$ cat src/rtl/layer_sequencer_if.sv
// Run-control and layer-engine bundle for layer_sequencer.
// master: sequencer side. Drives layer_start, layer_idx, buf_sel, busy,
//         capture_en, done, err and run_cycles.
// slave:  environment side. Drives start, pause, clear and layer_done.
interface layer_sequencer_if #(
  parameter int unsigned IDX_W = 5,
  parameter int unsigned CNT_W = 24
);
  logic             start;
  logic             pause;
  logic             clear;
  logic             layer_done;
  logic             layer_start;
  logic [IDX_W-1:0] layer_idx;
  logic             buf_sel;
  logic             busy;
  logic             capture_en;
  logic             done;
  logic             err;
  logic [CNT_W-1:0] run_cycles;

  modport master (
    input  start, pause, clear, layer_done,
    output layer_start, layer_idx, buf_sel, busy, capture_en, done, err, run_cycles
  );

  modport slave (
    output start, pause, clear, layer_done,
    input  layer_start, layer_idx, buf_sel, busy, capture_en, done, err, run_cycles
  );
endinterface

$ cat src/rtl/layer_sequencer.sv
// Run-level controller for the SqueezeNext layer pipeline.
// Issues a one-cycle layer_start to layers 1..NUM_LAYERS in order, waiting for
// each layer_done, toggles the ping-pong buffer select between layers, trips a
// sticky error when a layer hangs, counts run cycles and pulses capture_en/done
// once when the last layer completes.
// Ports:
//   clk  - rising-edge clock
//   rst  - asynchronous active-low reset
//   bus  - layer_sequencer_if.master (start/pause/clear/layer_done in;
//          layer_start/layer_idx/buf_sel/busy/capture_en/done/err/run_cycles out)
module layer_sequencer #(
  parameter int unsigned NUM_LAYERS = 17,
  parameter int unsigned IDX_W      = 5,
  parameter int unsigned TIMEOUT    = 4096,
  parameter int unsigned CNT_W      = 24
) (
  input  logic              clk,
  input  logic              rst,
  layer_sequencer_if.master bus
);
  localparam int unsigned      WD_W     = $clog2(TIMEOUT);
  localparam logic [IDX_W-1:0] LAST_IDX = IDX_W'(NUM_LAYERS);
  localparam logic [WD_W-1:0]  WD_LAST  = WD_W'(TIMEOUT - 1);

  typedef enum logic [2:0] {
    S_IDLE,
    S_ISSUE,
    S_WAIT,
    S_NEXT,
    S_FINISH,
    S_ERROR
  } state_t;

  state_t           state;
  state_t           state_nxt;
  logic             layer_start_q;
  logic             busy_q;
  logic             capture_q;
  logic             done_q;
  logic             err_q;
  logic             buf_sel_q;
  logic [IDX_W-1:0] layer_idx_q;
  logic [CNT_W-1:0] run_cycles_q;
  logic [WD_W-1:0]  wd_q;
  logic             last_layer;
  logic             wd_expired;

  assign last_layer = (layer_idx_q == LAST_IDX);
  assign wd_expired = (wd_q == WD_LAST);

  always_ff @(posedge clk or negedge rst) begin
    if (!rst) state <= S_IDLE;
    else      state <= state_nxt;
  end

  always_comb begin
    state_nxt = state;
    unique case (state)
      S_IDLE:   if (bus.start) state_nxt = S_ISSUE;
      S_ISSUE:  state_nxt = S_WAIT;
      S_WAIT: begin
        // A done arriving on the timeout cycle still counts as a completion.
        if (bus.layer_done) state_nxt = last_layer ? S_FINISH : S_NEXT;
        else if (wd_expired) state_nxt = S_ERROR;
      end
      S_NEXT:   if (!bus.pause) state_nxt = S_ISSUE;
      S_FINISH: state_nxt = S_IDLE;
      S_ERROR:  if (bus.clear) state_nxt = S_IDLE;
      default:  state_nxt = S_IDLE;
    endcase
  end

  // Flag outputs are registered from the next state so each lines up with the
  // cycle its state occupies; index/buffer/counters update on transitions.
  always_ff @(posedge clk or negedge rst) begin
    if (!rst) begin
      layer_start_q <= 1'b0;
      busy_q        <= 1'b0;
      capture_q     <= 1'b0;
      done_q        <= 1'b0;
      err_q         <= 1'b0;
      buf_sel_q     <= 1'b0;
      layer_idx_q   <= '0;
      run_cycles_q  <= '0;
      wd_q          <= '0;
    end else begin
      layer_start_q <= (state_nxt == S_ISSUE);
      busy_q        <= (state_nxt inside {S_ISSUE, S_WAIT, S_NEXT, S_FINISH});
      capture_q     <= (state_nxt == S_FINISH);
      done_q        <= (state_nxt == S_FINISH);
      err_q         <= (state_nxt == S_ERROR);

      unique case (state)
        S_IDLE: begin
          if (bus.start) begin
            layer_idx_q <= IDX_W'(1);
            buf_sel_q   <= 1'b0;
          end
        end
        S_ISSUE: wd_q <= '0;
        S_WAIT: begin
          if (bus.layer_done) begin
            if (!last_layer) begin
              layer_idx_q <= layer_idx_q + IDX_W'(1);
              buf_sel_q   <= ~buf_sel_q;
            end
          end else if (!wd_expired) begin
            wd_q <= wd_q + WD_W'(1);
          end
        end
        S_FINISH: layer_idx_q <= '0;
        S_ERROR:  if (bus.clear) layer_idx_q <= '0;
        default: ;
      endcase

      if (state == S_IDLE && bus.start) run_cycles_q <= '0;
      else if (busy_q && run_cycles_q != '1) run_cycles_q <= run_cycles_q + CNT_W'(1);
    end
  end

  assign bus.layer_start = layer_start_q;
  assign bus.layer_idx   = layer_idx_q;
  assign bus.buf_sel     = buf_sel_q;
  assign bus.busy        = busy_q;
  assign bus.capture_en  = capture_q;
  assign bus.done        = done_q;
  assign bus.err         = err_q;
  assign bus.run_cycles  = run_cycles_q;
endmodule

$ cat src/flat_wrapper.sv
// flat-port wrapper written by rule: the top's interface ports become plain ports
module layer_sequencer_flat 
#(
  parameter int unsigned NUM_LAYERS = 17,
  parameter int unsigned IDX_W      = 5,
  parameter int unsigned TIMEOUT    = 4096,
  parameter int unsigned CNT_W      = 24
)
  (clk, rst, bus_start, bus_pause, bus_clear, bus_layer_done, bus_layer_start, bus_layer_idx, bus_buf_sel, bus_busy, bus_capture_en, bus_done, bus_err, bus_run_cycles);
  layer_sequencer_if #(.IDX_W(IDX_W), .CNT_W(CNT_W)) bus_i ();
  input  logic clk;
  input  logic rst;
  input wire logic [$bits(bus_i.start)-1:0] bus_start;
  input wire logic [$bits(bus_i.pause)-1:0] bus_pause;
  input wire logic [$bits(bus_i.clear)-1:0] bus_clear;
  input wire logic [$bits(bus_i.layer_done)-1:0] bus_layer_done;
  output wire logic [$bits(bus_i.layer_start)-1:0] bus_layer_start;
  output wire logic [$bits(bus_i.layer_idx)-1:0] bus_layer_idx;
  output wire logic [$bits(bus_i.buf_sel)-1:0] bus_buf_sel;
  output wire logic [$bits(bus_i.busy)-1:0] bus_busy;
  output wire logic [$bits(bus_i.capture_en)-1:0] bus_capture_en;
  output wire logic [$bits(bus_i.done)-1:0] bus_done;
  output wire logic [$bits(bus_i.err)-1:0] bus_err;
  output wire logic [$bits(bus_i.run_cycles)-1:0] bus_run_cycles;
  assign bus_i.start = bus_start;
  assign bus_i.pause = bus_pause;
  assign bus_i.clear = bus_clear;
  assign bus_i.layer_done = bus_layer_done;
  assign bus_layer_start = bus_i.layer_start;
  assign bus_layer_idx = bus_i.layer_idx;
  assign bus_buf_sel = bus_i.buf_sel;
  assign bus_busy = bus_i.busy;
  assign bus_capture_en = bus_i.capture_en;
  assign bus_done = bus_i.done;
  assign bus_err = bus_i.err;
  assign bus_run_cycles = bus_i.run_cycles;
  layer_sequencer #(.NUM_LAYERS(NUM_LAYERS), .IDX_W(IDX_W), .TIMEOUT(TIMEOUT), .CNT_W(CNT_W)) u_core (.clk(clk), .rst(rst), .bus(bus_i));
endmodule
$ cat config.mk
export PLATFORM = sky130hd
export DESIGN_NAME = layer_sequencer_flat
export DESIGN_NICKNAME = d
export VERILOG_FILES = /design/src/rtl/layer_sequencer_if.sv /design/src/rtl/layer_sequencer.sv /design/src/flat_wrapper.sv
export SDC_FILE = /design/constraint.sdc
export NUM_CORES = 1
export LEC_CHECK = 0
export CAP_MARGIN = 15
export CELL_PAD_IN_SITES_DETAIL_PLACEMENT = 0
export CELL_PAD_IN_SITES_GLOBAL_PLACEMENT = 2
export CORE_UTILIZATION = 37
export CTS_BUF_LIST = sky130_fd_sc_hd__clkbuf_4
export DETAILED_ROUTE_END_ITERATION = 10
export PLACE_DENSITY_LB_ADDON = 0.1
export SLEW_MARGIN = 20
export SYNTH_ARGS = -nofsm -noshare
export SYNTH_HDL_FRONTEND = slang
export SYNTH_SLANG_ARGS = --single-unit
$ cat constraint.sdc
create_clock -name clk -period 3.8 [get_ports clk]
set_clock_uncertainty 0.2 [all_clocks]
set_input_delay 1.14 -clock clk [delete_from_list [all_inputs] [get_ports clk]]
set_output_delay 1.14 -clock clk [all_outputs]
set_load 0.02 [all_outputs]
==> out/qor.yml <==
outcome: "completed"
first_pass_iters: 5
crit_buf_inv: 2
synthesis.nets: 306
seq_area_frac_synth: 0.446
cp_max_fo: 4
grt_antenna_before_repair: 0
cp-start-kind: "input pin"
synth_most_common_cell: "dfrtp_1"
report.final.setup_viol: 0
slowest_stage: "a2111oi_0"
wire_per_inst_microns: 14.4
ant_nets: 0
clockBufferDepth: 2
grt_pass1_vias: 2066
htreeDepth: 2
fin_nets: 343
grt_max_degree: 35
power.leakage_nw: 1.32
crit_type: "input pin to flip-flop"
fin_tns_setup_ps: 0
synth-async-reset-ratio: 1.00
end_kind: "flip-flop"
report.power.total_w: 0.00152
numCtsBuffers: 5
vias: 2304
max_cap_viol_count: 0
cts.sinks: 49
area_delta_synth_final_pct: 19.2
grt.overflow.total: 0
drive_above_1_share: 0.0778
syn_avg_cell_area_sq_um: 9.28
path_clk_slew_ps: 150
worstPathCellList: "clkdlybuf4s50_1, inv_1, o31ai_1, o221a_2, a2111oi_0, a31oi_1"
antenna_cells: 0
rsz0062_at_grt: "false"
drc: 0
row_count: 31
cts_root_buf: "clkbuf_4"
die_w_microns: 88.2
synthTopCellsByArea: "dfrtp_1 (45%), xnor2_1 (5.7%), nor2_1 (3.7%), nand3_1 (3.5%), o21ai_0 (3.1%)"
synth.top_cells.by_count: "dfrtp_1 (49), nor2_1 (27), nand2_1 (21)"
cpPeakStageDelay_ps: 670
clk_latency_ps: 360
grt_use_total: 0.171
drt_iter0_drc: 61
fill_cells: 740
hold_class: "flip-flop to flip-flop"
required_ps: 3830
path_delay_family: "compound AO/OA/AOI/OAI gates"
hold_violations: 0
synth_top_area_frac: 0.446
routabilityCongestion: 0.779
pin_count: 41
p_per_area_nw_per_um2: 464
ys.flop_type: "dfrtp_1"
core_area_sq_um: 7210
peakVddDrop_v: 0.000271
die-area_sq_um: 7770
grt_pass1_wl_mm: 10.4
synth_top_cell_by_area: "dfrtp_1"
synth-edff-count: 0
slew_headroom: 0.483
final_max_slew_viol_count: 0
die_y_microns: 88.2
routed_wirelength_mm: 6.25
post_cts_resized: 0
post-route-period-util: 0.787
ys_ff_latch: 49
syn_area_sq_um: 2750
syn_inst: 296
cts_tree: "yes"
portBuffers: 40
cts_hold_buf: 0
tightest_slew_ps: 756
start_util: 0.381
synth_warnings: 0
min_period_ps: 2990
critPathArrivalTime_ps: 3020
synth.distinct_cells: 53
cts_setup_buffers: 0
drt-vias-per-instance: 5.32
dp_hpwl_mm: 4.42
holdWs_ps: 353
fmax_mhz: 335
-- path summary, 6_finish.rpt --
| kind | endpoint | slack (ps) | from | cells after the start |
|---|---|---|---|---|
| max | u_core.bus.busy | 810 | bus_layer_done | 6 |
| min | u_core.bus.buf_sel | 350 | u_core.bus.buf_sel | 2 |
| max reg2reg | u_core.bus.busy | 1280 | u_core.wd_q[0] | 6 |
| min reg2reg | u_core.bus.buf_sel | 350 | u_core.bus.buf_sel | 2 |
| max in group asynchronous | u_core.bus.layer_idx[3] | 2150 | rst | 2 |
| min in group asynchronous | u_core.bus.run_cycles[22] | 470 | rst | 1 |
-- cell usage in the layout, fill, tap and decap left out, drive strengths merged, types with 8 or more instances in the layout --
cell type / n
inv: 11
nor4: 9
a31oi: 8
nand2: 21
nand3: 19
nor2: 27
xnor2: 18
nand4: 10
a21oi: 14
dfrtp: 49
clkdlybuf4s50: 39
o21ai: 17
-- tightest hold or removal path: stages, from the launching register on --
cell,delay [ps]
dfrtp_1,410
nand2_1,60
o21ai_0,60
-- flip-flops by register name, summed over array words and instances, names as in the netlist --
name                    flops
u_core.bus.run_cycles      24
u_core.state                3
u_core.bus.busy             1
u_core.bus.layer_start      1
u_core.bus.err              1
u_core.bus.capture_en       1
u_core.bus.layer_idx        5
u_core.bus.buf_sel          1
u_core.wd_q                12
-- report_power, final --
group | switching, W | internal, W | leakage [nW] | total (W)
combinational | 0.000337 | 0.000238 | 0.627 | 0.000575
sequential | 0.000118 | 0.000592 | 0.666 | 0.000710
clock | 0.000168 | 0.0000675 | 0.0300 | 0.000236
total | 0.000623 | 0.000897 | 1.32 | 0.00152
-- kinds of logic (layout without fill, tap and decap cells) --
family	after synthesis	after routing	share of synthesized area
buffers and inverters	25	63	0.0410
xor gates and xnor gates	18	18	0.0574
and+or+nand+nor	126	126	0.253
muxes	4	4	0.0159
adders and majority gates	4	4	0.0182
DFF	49	49	0.446
AOI/OAI and AO/OA	70	70	0.168
-- final cells by class --
class                      instances  area [sq um]  share of cell area
inverter                          11          41.3              0.0126
timing repair buffer              44           425               0.130
clock inverter                     3          12.5             0.00382
tap                               99           124              0.0378
clock buffer                       5          37.5              0.0115
multi-input combinational        222          1410               0.430
sequential                        49          1230               0.374
-- per-layer routing --
metal / vias to the layer above / track usage / share of wire
met1: 1100 / 0.240 / 0.51
met5: - / 0 / 0
met2: 33 / 0.271 / 0.46
met3: 5 / 0.0311 / 0.024
met4: 0 / 0.0440 / 0.0085
li1: 1166 / - / -
-- through the flow --
stage | setup WS, ps | util | instance area (sq um) | std cells
after floorplan | 1140 | - | 2750 | 296
final | 811 | 0.454 | 3280 | 433
after global routing | 502 | 0.454 | 3280 | 433
after detailed placement | 392 | 0.447 | 3230 | 425
after CTS | 798 | 0.454 | 3280 | 433
after global placement | 463 | 0.447 | 3230 | 425
Power figures use the tool's default switching activity.
==> RTL edit 1 (same settings) <==
`CNT_W` is set to 24 in 3 places; all go to 48.
--- a/src/rtl/layer_sequencer_if.sv
+++ b/src/rtl/layer_sequencer_if.sv
@@ -4,7 +4,7 @@
 // slave:  environment side. Drives start, pause, clear and layer_done.
 interface layer_sequencer_if #(
   parameter int unsigned IDX_W = 5,
-  parameter int unsigned CNT_W = 24
+  parameter int unsigned CNT_W = 48
 );
   logic             start;
   logic             pause;
--- a/src/rtl/layer_sequencer.sv
+++ b/src/rtl/layer_sequencer.sv
@@ -12,7 +12,7 @@
   parameter int unsigned NUM_LAYERS = 17,
   parameter int unsigned IDX_W      = 5,
   parameter int unsigned TIMEOUT    = 4096,
-  parameter int unsigned CNT_W      = 24
+  parameter int unsigned CNT_W      = 48
 ) (
   input  logic              clk,
   input  logic              rst,
--- a/src/flat_wrapper.sv
+++ b/src/flat_wrapper.sv
@@ -4,7 +4,7 @@
   parameter int unsigned NUM_LAYERS = 17,
   parameter int unsigned IDX_W      = 5,
   parameter int unsigned TIMEOUT    = 4096,
-  parameter int unsigned CNT_W      = 24
+  parameter int unsigned CNT_W      = 48
 )
   (clk, rst, bus_start, bus_pause, bus_clear, bus_layer_done, bus_layer_start, bus_layer_idx, bus_buf_sel, bus_busy, bus_capture_en, bus_done, bus_err, bus_run_cycles);
   layer_sequencer_if #(.IDX_W(IDX_W), .CNT_W(CNT_W)) bus_i ();
Interface: changed (resized bus_run_cycles); port bits go from 41 to 65. No check against the original RTL was run, so the function may have changed too.
==> RTL edit 1 against the original RTL <==
- synthesized area is 43% higher
- via count increased by 49%
- design area is 49% higher
- setup slack got worse by 1.5 ps
- combinational power rose by 1%
- wire length rose by 58%
- clock power is 110% higher
- utilization up 1.9 points
- sequential cell count increased by 24
- total power grew 33%
==> RTL edit 1: results (changes against the original RTL) <==
[run_status]
run_status = completed

[synthesis]
synth.cells.most_frequent = 73 x sky130_fd_sc_hd__dfrtp_1, 56 x sky130_fd_sc_hd__nor2_1, 34 x sky130_fd_sc_hd__nand2_1
postSynthNetCount = 443  ; +45%
share_of_the_synthesized_area_in_compound_gates_ao_oa_aoi_oai_pct = 11.23  ; -5.6 points
synth-xor-area-share_pct = 8.683  ; +2.9 points
synth_warnings = 0  ; unchanged
yosys-mux-area-fraction_pct = 0.5407  ; -1.1 points
syn_inst = 433  ; +46%
synth_fa_ha_area_share_pct = 1.272  ; -0.55 points
sequential_element_share_of_the_synthesized_area_pct = 46.44  ; +1.8 points
netlist_top_cells_area = sky130_fd_sc_hd__dfrtp_1 46%, sky130_fd_sc_hd__nor2_1 5.3%, sky130_fd_sc_hd__xnor2_1 5.3%

[floorplanning]
floorplan.tapcells = 136  ; +37%

[power]
leakage_power_of_the_design_nw = 1.942  ; +47%
clk-power_uw = 486  ; +110%
sequentialPower_uw = 955  ; +35%
totalPowerFinal_mw = 2.022  ; +33%
ir_drop_mv = 0.2530  ; -6.5%
internal_power_mw = 1.279  ; +43%

[finish]
multi_input_area_um2 = 2007  ; +42%
clk_share_pct = 2.691  ; +1.2 points
fin_util_pct = 47.29  ; +1.9 points
largest_register_ffs = 48  ; +100%
seq-cell-share_pct = 37.42  ; about the same
buffers = 72  ; +64%
total_of_clock_buffers_placed_in_the_layout = 10  ; +5
layout.filler_cells = 1016  ; +37%
layout.comb_gates.multi_input = 335  ; +51%
layout.non_clock_inverters = 13  ; +2

[clock_network]
numCtsBuffers = 9  ; +4
clkLatencyLatePin_ps = 420  ; +60 ps
htreeDepth = 3  ; +1

[setup_path]
reg2reg_from = u_core.bus.run_cycles[20]$_DFFE_PN0P_
rr_endpoint = u_core.bus.run_cycles[8]$_DFFE_PN0P_
cp-startpoint = u_core.bus.run_cycles[18]$_DFFE_PN0P_
r2r_slack_ps = 910  ; -370 ps
worst_path_max_delay_cell = sky130_fd_sc_hd__clkdlybuf4s50_1
critical_path.top_delay_family = buffers and inverters
timing.critical_path.to = bus_run_cycles[18]

[routing]
dr_wl_met2_um = 4713  ; +65%
firstDrtPassIters = 4  ; -1
detail_route.iter0.violations = 118  ; +93%
route.layer.met1.wl_um = 4685  ; +47%
met3RoutedLength_um = 322  ; +120%
vias = 3441  ; +49%
wl_per_cell_um = 15.34  ; +6.3%

[global_routing]
met3_usage_pct = 2.807  ; -0.30 points
grtUsageMet1_pct = 25.90  ; +1.9 points
grt_use_total_pct = 19.31  ; +2.3 points
grt_max_degree = 74  ; +110%
gr-usage-met2_pct = 31.65  ; +4.6 points

[placement]
dp.cells = 629  ; +48%
port-buffer-count = 64  ; +60%
detailedPlace.worstSlack_ps = 700.1  ; +308.1 ps
placed_cell_area_um2 = 4751  ; +47%
dpl.hpwl_um = 6921  ; +57%
finalWeightedCongestion = 0.7833  ; +0.62%

[sta]
slew-limit-headroom_pct = 35.45  ; -13 points
setup_slack_ps = 809.6  ; -1.526 ps

==> RTL edit 1: how the worst min path moves through the flow <==
stage	depth (start not counted)	endpoint	slack, ps	startpoint
floorplan	2	u_core.wd_q[11]$_DFFE_PN0P_	300	u_core.wd_q[11]$_DFFE_PN0P_
global placement	2	u_core.bus.buf_sel$_DFFE_PN0P_	320	u_core.bus.buf_sel$_DFFE_PN0P_
detailed placement	2	u_core.bus.buf_sel$_DFFE_PN0P_	340	u_core.bus.buf_sel$_DFFE_PN0P_
CTS	1	u_core.bus.layer_idx[3]$_DFFE_PN0P_	360	u_core.bus.layer_idx[3]$_DFFE_PN0P_
global route	1	u_core.bus.layer_idx[3]$_DFFE_PN0P_	400	u_core.bus.layer_idx[3]$_DFFE_PN0P_
finish	2	u_core.bus.buf_sel$_DFFE_PN0P_	360	u_core.bus.buf_sel$_DFFE_PN0P_
==> RTL edit 2 (same settings) <==
Without the edit above. Reset style: synchronous (`rst`), changed in 2 clocked blocks. Comments in the files are not updated.
--- a/src/rtl/layer_sequencer.sv
+++ b/src/rtl/layer_sequencer.sv
@@ -48,7 +48,7 @@
   assign last_layer = (layer_idx_q == LAST_IDX);
   assign wd_expired = (wd_q == WD_LAST);
 
-  always_ff @(posedge clk or negedge rst) begin
+  always_ff @(posedge clk) begin
     if (!rst) state <= S_IDLE;
     else      state <= state_nxt;
   end
@@ -72,7 +72,7 @@
 
   // Flag outputs are registered from the next state so each lines up with the
   // cycle its state occupies; index/buffer/counters update on transitions.
-  always_ff @(posedge clk or negedge rst) begin
+  always_ff @(posedge clk) begin
     if (!rst) begin
       layer_start_q <= 1'b0;
       busy_q        <= 1'b0;
Behaviour: differs if rst is asserted again (counterexample within 4 cycles, from zero or initial values and one cycle with rst low); with rst held inactive, the same outputs for 10 cycles.
==> RTL edit 2 against the original RTL <==
- the flow now finishes with violations (design-rule violations)
- setup slack better by 150 ps
- synthesized area down 9.0%
- count of clock-buffer cells in the layout unchanged
- design area down 6.5%
- non-clock buffer count down 1
- sequential cell count unchanged
- worst hold slack worse by 24 ps
- wire length down 8.3%
- critical endpoint is now bus_run_cycles[2]
Power is not compared: it rests on default switching activity, and its combinational part moved more than twofold at a synthesized area within 25%.
==> RTL edit 2: results (changes against the original RTL) <==
[run_status]
violations = design-rule violations
run_status = finished with violations

[routing]
met3RoutedLength_um = 217  ; +46%
postRouteWirelength_um = 5732  ; -8.3%
route.layer.met1.wl_um = 2794  ; -12%
dr_wl_met2_um = 2651  ; -7.3%
vias = 2238  ; -2.9%
firstDrtPassIters = 7  ; +2
detail_route.iter0.violations = 81  ; +33%
route.detailed.vias_per_inst = 5.419  ; +1.8%
remaining_drc_errors = 12  ; +12

[setup_path]
critical_path.top_delay_family = buffers and inverters
cp-startpoint = u_core.bus.run_cycles[2]$_SDFFE_PP0P_
rr_endpoint = u_core.bus.layer_idx[1]$_SDFFE_PN0P_
critical_path.max_fanout = 8  ; +4
worst_path_max_delay_cell = sky130_fd_sc_hd__clkdlybuf4s50_1
critical_path_arrival_ps = 1500  ; -1520 ps
r2r_slack_ps = 1460  ; +180 ps
timing.critical_path.to = bus_run_cycles[2]

[sta]
layout_worst_path_cycle_share_pct = 74.67  ; -4.0 points
hold_ws_ps = 329.2  ; -23.68 ps
slew-limit-headroom_pct = 61.20  ; +13 points

[worst_hold_path]
worst_hold_startpoint = u_core.bus.run_cycles[19]$_SDFFE_PP0P_
min_to = u_core.bus.run_cycles[19]$_SDFFE_PP0P_

[placement]
finalWeightedCongestion = 0.8134  ; +4.5%
placed_cell_area_um2 = 2959  ; -8.3%
detailedPlace.worstSlack_ps = 629.9  ; +238.0 ps
dp.cells = 405  ; -4.7%
dpl.hpwl_um = 4032  ; -8.8%

[global_routing]
grt_max_degree = 25  ; -29%
met3_usage_pct = 3.638  ; +0.53 points
grt_use_total_pct = 17.26  ; +0.20 points
gr-usage-met2_pct = 29.14  ; +2.1 points
grtUsageMet1_pct = 22.19  ; -1.8 points

[finish]
layout-drive-gt1-share_pct = 4.464  ; -3.3 points
layout.filler_cells = 630  ; -15%
nNetsFinal = 345  ; +0.58%

[synthesis]
netlist_top_cells_area = sky130_fd_sc_hd__dfxtp_1 39%, sky130_fd_sc_hd__xor2_1 7.0%, sky130_fd_sc_hd__nor2_1 6.0%
syn_area_per_cell_um2 = 8.393  ; -9.6%
sequential_element_share_of_the_synthesized_area_pct = 39.22  ; -5.4 points
async_flop_share_pct = 0  ; -100 points
netlist-cell-type-count = 50  ; -5.7%

==> RTL edit 2: cell families after synthesis <==
family | after synthesis | synth area share [%]
adders and majority gates | 4 | 2.001
muxes | 2 | 0.8004
and+or+nand+nor | 131 | 28.26
xor gates and xnor gates | 26 | 9.105
buffers and inverters | 21 | 3.652
DFF | 49 | 39.22
AOI/OAI and AO/OA | 65 | 16.96
==> RTL edit 2: layout make-up <==
type                       count  area share, %
clock inverter                 3          2.125
sequential                    49          32.04
tap                           77          3.147
multi-input combinational    228          46.67
timing repair buffer          43          13.81
clock buffer                   5          1.226
inverter                       8         0.9808
==> RTL edit 2: power by group through the flow <==
stage	Combinational (mW)	Clock (mW)	Sequential [mW]
after floorplan	0.0801	0	0.557
after global placement	0.128	0	0.555
after detailed placement	0.127	0	0.554
after CTS	0.128	0.393	0.543
after global routing	0.141	0.409	0.547
final	0.127	0.374	0.544
